`config.mk`:
```
export PLATFORM = sky130hd
export DESIGN_NAME = cpu_axi_master
export DESIGN_NICKNAME = d
export VERILOG_FILES = /design/src/rtl/cpu_axi_master.sv
export SDC_FILE = /design/constraint.sdc
export NUM_CORES = 1
export LEC_CHECK = 0
export ABC_CLOCK_PERIOD_IN_PS = 2800
export CAP_MARGIN = 20
export CORE_MARGIN = 4
export CORE_UTILIZATION = 40
export CTS_CLUSTER_SIZE = 25
export DETAILED_ROUTE_END_ITERATION = 10
export HOLD_SLACK_MARGIN = 0.06
export PLACE_DENSITY = 0.94
export SETUP_SLACK_MARGIN = 0.1
export SKIP_CTS_REPAIR_TIMING = 1
export SYNTH_ARGS = -nofsm -noshare
export SYNTH_HDL_FRONTEND = slang
export SYNTH_SLANG_ARGS = --single-unit
```
`constraint.sdc`:
```
create_clock -name ACLK -period 2.8 [get_ports ACLK]
set_input_delay 0.56 -clock ACLK [delete_from_list [all_inputs] [get_ports ACLK]]
set_output_delay 0.56 -clock ACLK [all_outputs]
set_load 0.1 [all_outputs]
```
`src/rtl/cpu_axi_master.sv`:
```
// Single-outstanding CPU-to-AXI bridge: one single-beat read or write per request,
// with a registered one-cycle completion pulse and error flag.
module cpu_axi_master #(
    parameter logic [3:0] MASTER_ID = 4'd0
) (
    input  logic        ACLK,
    input  logic        ARESETn,

    input  logic        req_valid,
    input  logic        req_write,
    input  logic [31:0] req_addr,
    input  logic [31:0] req_wdata,
    input  logic [3:0]  req_wstrb,

    output logic        resp_valid,
    output logic [31:0] resp_rdata,
    output logic        resp_err,
    output logic        busy,

    output logic [3:0]  ARID_M,
    output logic [31:0] ARADDR_M,
    output logic [3:0]  ARLEN_M,
    output logic [2:0]  ARSIZE_M,
    output logic [1:0]  ARBURST_M,
    output logic        ARVALID_M,
    input  logic        ARREADY_M,

    input  logic [3:0]  RID_M,
    input  logic [31:0] RDATA_M,
    input  logic [1:0]  RRESP_M,
    input  logic        RLAST_M,
    input  logic        RVALID_M,
    output logic        RREADY_M,

    output logic [3:0]  AWID_M,
    output logic [31:0] AWADDR_M,
    output logic [3:0]  AWLEN_M,
    output logic [2:0]  AWSIZE_M,
    output logic [1:0]  AWBURST_M,
    output logic        AWVALID_M,
    input  logic        AWREADY_M,

    output logic [31:0] WDATA_M,
    output logic [3:0]  WSTRB_M,
    output logic        WLAST_M,
    output logic        WVALID_M,
    input  logic        WREADY_M,

    input  logic [3:0]  BID_M,
    input  logic [1:0]  BRESP_M,
    input  logic        BVALID_M,
    output logic        BREADY_M
);

    typedef enum logic [2:0] {
        S_IDLE,
        S_AR,
        S_R,
        S_AW,
        S_W,
        S_B
    } state_t;

    state_t      state, state_nxt;
    logic        write_q;
    logic [31:0] addr_q;
    logic [31:0] wdata_q;
    logic [3:0]  wstrb_q;

    logic        req_take;
    logic        rd_done;
    logic        wr_done;
    logic        rd_err;
    logic        wr_err;

    assign req_take = (state == S_IDLE) && req_valid;
    assign rd_done  = (state == S_R) && RVALID_M && RLAST_M;
    assign wr_done  = (state == S_B) && BVALID_M;
    assign rd_err   = (RRESP_M != 2'b00) || (RID_M != MASTER_ID);
    assign wr_err   = (BRESP_M != 2'b00) || (BID_M != MASTER_ID);

    always_ff @(posedge ACLK or negedge ARESETn) begin
        if (!ARESETn) begin
            state <= S_IDLE;
        end else begin
            state <= state_nxt;
        end
    end

    always_comb begin
        state_nxt = state;
        case (state)
            S_IDLE: if (req_valid) state_nxt = req_write ? S_AW : S_AR;
            S_AR:   if (ARREADY_M) state_nxt = S_R;
            S_R:    if (RVALID_M && RLAST_M) state_nxt = S_IDLE;
            S_AW:   if (AWREADY_M) state_nxt = S_W;
            S_W:    if (WREADY_M) state_nxt = S_B;
            S_B:    if (BVALID_M) state_nxt = S_IDLE;
            default: state_nxt = S_IDLE;
        endcase
    end

    // Handshake outputs decode straight from the state register so reset drops them at once.
    always_comb begin
        ARVALID_M = 1'b0;
        RREADY_M  = 1'b0;
        AWVALID_M = 1'b0;
        WVALID_M  = 1'b0;
        BREADY_M  = 1'b0;
        case (state)
            S_AR:    ARVALID_M = 1'b1;
            S_R:     RREADY_M  = 1'b1;
            S_AW:    AWVALID_M = 1'b1;
            S_W:     WVALID_M  = 1'b1;
            S_B:     BREADY_M  = 1'b1;
            default: ;
        endcase
    end

    assign busy = (state != S_IDLE);

    always_ff @(posedge ACLK or negedge ARESETn) begin
        if (!ARESETn) begin
            write_q <= 1'b0;
            addr_q  <= '0;
            wdata_q <= '0;
            wstrb_q <= '0;
        end else if (req_take) begin
            write_q <= req_write;
            addr_q  <= req_addr;
            wdata_q <= req_wdata;
            wstrb_q <= req_wstrb;
        end
    end

    always_ff @(posedge ACLK or negedge ARESETn) begin
        if (!ARESETn) begin
            resp_valid <= 1'b0;
            resp_rdata <= '0;
            resp_err   <= 1'b0;
        end else begin
            resp_valid <= rd_done || wr_done;
            if (rd_done) begin
                resp_rdata <= RDATA_M;
            end
            if (rd_done || wr_done) begin
                resp_err <= write_q ? wr_err : rd_err;
            end
        end
    end

    assign ARID_M    = MASTER_ID;
    assign ARADDR_M  = addr_q;
    assign ARLEN_M   = 4'd0;
    assign ARSIZE_M  = 3'b010;
    assign ARBURST_M = 2'b01;

    assign AWID_M    = MASTER_ID;
    assign AWADDR_M  = addr_q;
    assign AWLEN_M   = 4'd0;
    assign AWSIZE_M  = 3'b010;
    assign AWBURST_M = 2'b01;

    assign WDATA_M   = wdata_q;
    assign WSTRB_M   = wstrb_q;
    assign WLAST_M   = WVALID_M;

endmodule

```
==> results by group <==
Route
  – Via density: 4.699
  – Vias: around 3.2k
  – Initial DRT Pass Iterations: 4
  – Post-route ant nets: 0
  – DRC violations left: 0
  – Total Wirelength: roughly 12000 µm
  – DRT iter0 DRCs: 109
  – Wire length per cell: 17.79 µm

Floorplanning
  – I/O pin count: 289
  – Core outline area: around 11000 µm²
  – Die area: 13270 µm²
  – Placement row count: 38
  – Initial Util: 41.66%
  – Die Span X: approximately 120 µm
  – Die Span Y: around 120 µm

Setup path
  – Critical Path Slowest Stage Cell: dfrtp_1
  – WP data required: between 2 and 2.5 ns
  – CP Launch Type: flop
  – Crit Path Max Fanout: 13
  – Crit-path leading delay family: flip-flops
  – Crit Path Class: flop to output port
  – Crit path arrival time: 1.66 ns
  – CP cell instances: inv_1 > nor3_2 > buf_4
  – Critical Path Max Stage Delay: a little over 0.6 ns
  – Crit path buffers/inverters: 2
  – CP Capture Type: output port

Flow run
  – Number of max-cap violations: 0

Global route
  – Initial antenna violation count: 0
  – Vias in the first global route: approximately 3.5k
  – Grt total ovfl: 0
  – Largest net degree at the start of global routing: between 50 and 60
  – Total GRT Usage: 18.17%
  – First-pass GRT wire length: about 18000 µm

CTS
  – CTS Root Cell: clkbuf_16
  – Clock buffer count from CTS: 9
  – Clock-pin slew on the worst setup and hold paths: roughly 0.07 ns
  – CTS tree: built
  – Clk Latency, worst-skew pair: between 0.3 and 0.4 ns
  – Clk buf depth: 2
  – CTS H-tree depth: 3
  – CTS Sinks: roughly 110

Synth
  – EDFF count, synth: 0
  – Top cells by count, synth: dfrtp_1, mux2_2, buf_4
  – Top-count cell post-synth: dfrtp_1
  – #FFs+latches synth: about 110
  – Area leader, netlist: dfrtp_1
  – Register area share after synthesis: between 50% and 60%
  – Synth async-reset ratio: 100.0%
  – Mean Syn Cell Area: about 14 µm²
  – Top_reg_cell synth: dfrtp_1
  – Post-synth cell types: 34
  – Post-Syn Area: about 4600 µm²
  – Ranking of synthesized cells by area: dfrtp_1, mux2_2, buf_4, mux2_1, buf_8
  – Post-synth top area share: roughly 58%
  – Number of synthesis warnings: 0
  – Syn Inst Count: between 300 and 400

STA
  – Post-route clock skew: 0.009557 ns
  – Fin. max-slew vios: 0
  – Setup TNS Final: 0 ns
  – RSZ-0062 raised after global routing: false
  – Slew @ Worst Pin: 0.6225 ns
  – Crit path time final: roughly 2.2 ns
  – Slew margin rel.: 58.50%
  – Max frequency: approximately 450 MHz
  – Period utilization: 79.26%
  – Final setup violation count: 0
  – Final Hold Fails: 0

Layout
  – Fill count: 852
  – Nets: ~670
  – Ant diodes: 0
  – Share of layout cells above drive strength 1: between 40 and 50%
  – Synth-to-Final Area Change: 50.97%

Placement
  – HPWL Detailed: just under 10000 µm
  – Placer congestion estimate: 0.8158
  – Buffers added on ports: 262

Status
  – Outcome: completed

Hold path
  – HP Class: primary input to asynchronous set/reset pin
[cell usage in the layout, fill, tap and decap left out, types with 2 or more instances in the layout]
master | netlist | layout
clkbuf_16 | 0 | 9
mux2_1 | 11 | 11
nand2_1 | 3 | 3
clkbuf_1 | 1 | 2
inv_1 | 5 | 5
and3_1 | 2 | 2
mux2_2 | 91 | 91
conb_1 | 2 | 26
buf_4 | 67 | 145
clkdlybuf4s50_1 | 0 | 120
nor4_1 | 2 | 2
dfrtp_1 | 106 | 106
[sequential cells by signal, indices dropped and copies added, names as in the netlist]
| name | cells |
|---|---|
| resp_rdata | 32 |
| write_q | 1 |
| resp_valid | 1 |
| WDATA_M | 32 |
| WSTRB_M | 4 |
| resp_err | 1 |
| state | 3 |
| ARADDR_M | 32 |
[final cells by class]
class | instances | area [µm²] | area share, %
Inverter | 5 | 18.77 | 0.2705
Tap cell | 140 | 175.2 | 2.525
Timing Repair Buffer | 266 | 2310 | 33.29
Sequential cell | 106 | 2653 | 38.23
Clock inverter | 4 | 51.30 | 0.7394
Clock buffer | 12 | 246.5 | 3.553
Multi-Input combinational cell | 158 | 1484 | 21.39
[stage by stage]
stage | std cells | utilization [%] | setup WS (ns) | instance area (µm²) | hold WS (ns)
final | 691 | 62.90 | 0.5807 | 6938 | 0.2319
after global routing | 691 | 62.90 | 0.4836 | 6938 | 0.2741
after CTS | 691 | 62.90 | 0.5617 | 6938 | 0.2444
after detailed placement | 675 | 60.20 | 0.5223 | 6640 | 0.4773
after global placement | 675 | 60.20 | 0.5826 | 6640 | 0.4695
after floorplan | 341 | - | 0.1731 | 4696 | 0.2644
[cells by family (layout without fill, tap and decap cells)]
logic type / after synthesis / count (layout) / synth area share (%)
compound gates: 9 / 9 / 1.443
buf+inv: 77 / 287 / 12.31
flops: 106 / 106 / 57.72
mux: 103 / 103 / 25.21
other cells: 2 / 26 / 0.1634
simple gates: 20 / 20 / 3.158
[worst register-to-register path, delay by kind of cell, from the launching register on]
kind	cells	cell delay, ns
simple gates	2	0.58
buf+inv	1	0.39
mux	1	0.42
flops	1	0.53
[final timing paths]
check | from | endpoint | slack, ns | depth (start not counted)
min in group ACLK | WDATA_M[29] | WDATA_M[29] | 0.49 | 1
worst max register to register | state[0] | ARADDR_M[1] | 0.75 | 4
worst min-delay path | ARESETn | ARADDR_M[19] | 0.23 | 1
worst min register to register | WDATA_M[29] | WDATA_M[29] | 0.49 | 1
max in group asynchronous | ARESETn | WDATA_M[14] | 1.81 | 2
worst max-delay path | state[0] | ARVALID_M | 0.58 | 3
[per-layer routing]
layer	vias to the layer above	part of all wire, %	track usage, %
met5	-	0	0
met4	0	3.3	8.685
met3	29	10	6.526
met2	185	54	34.03
met1	1564	32	17.50
li1	1469	-	-
Power is left out: the tool's default activity adds up to more than one toggle a clock period on the data nets, which glitch-free logic cannot reach.
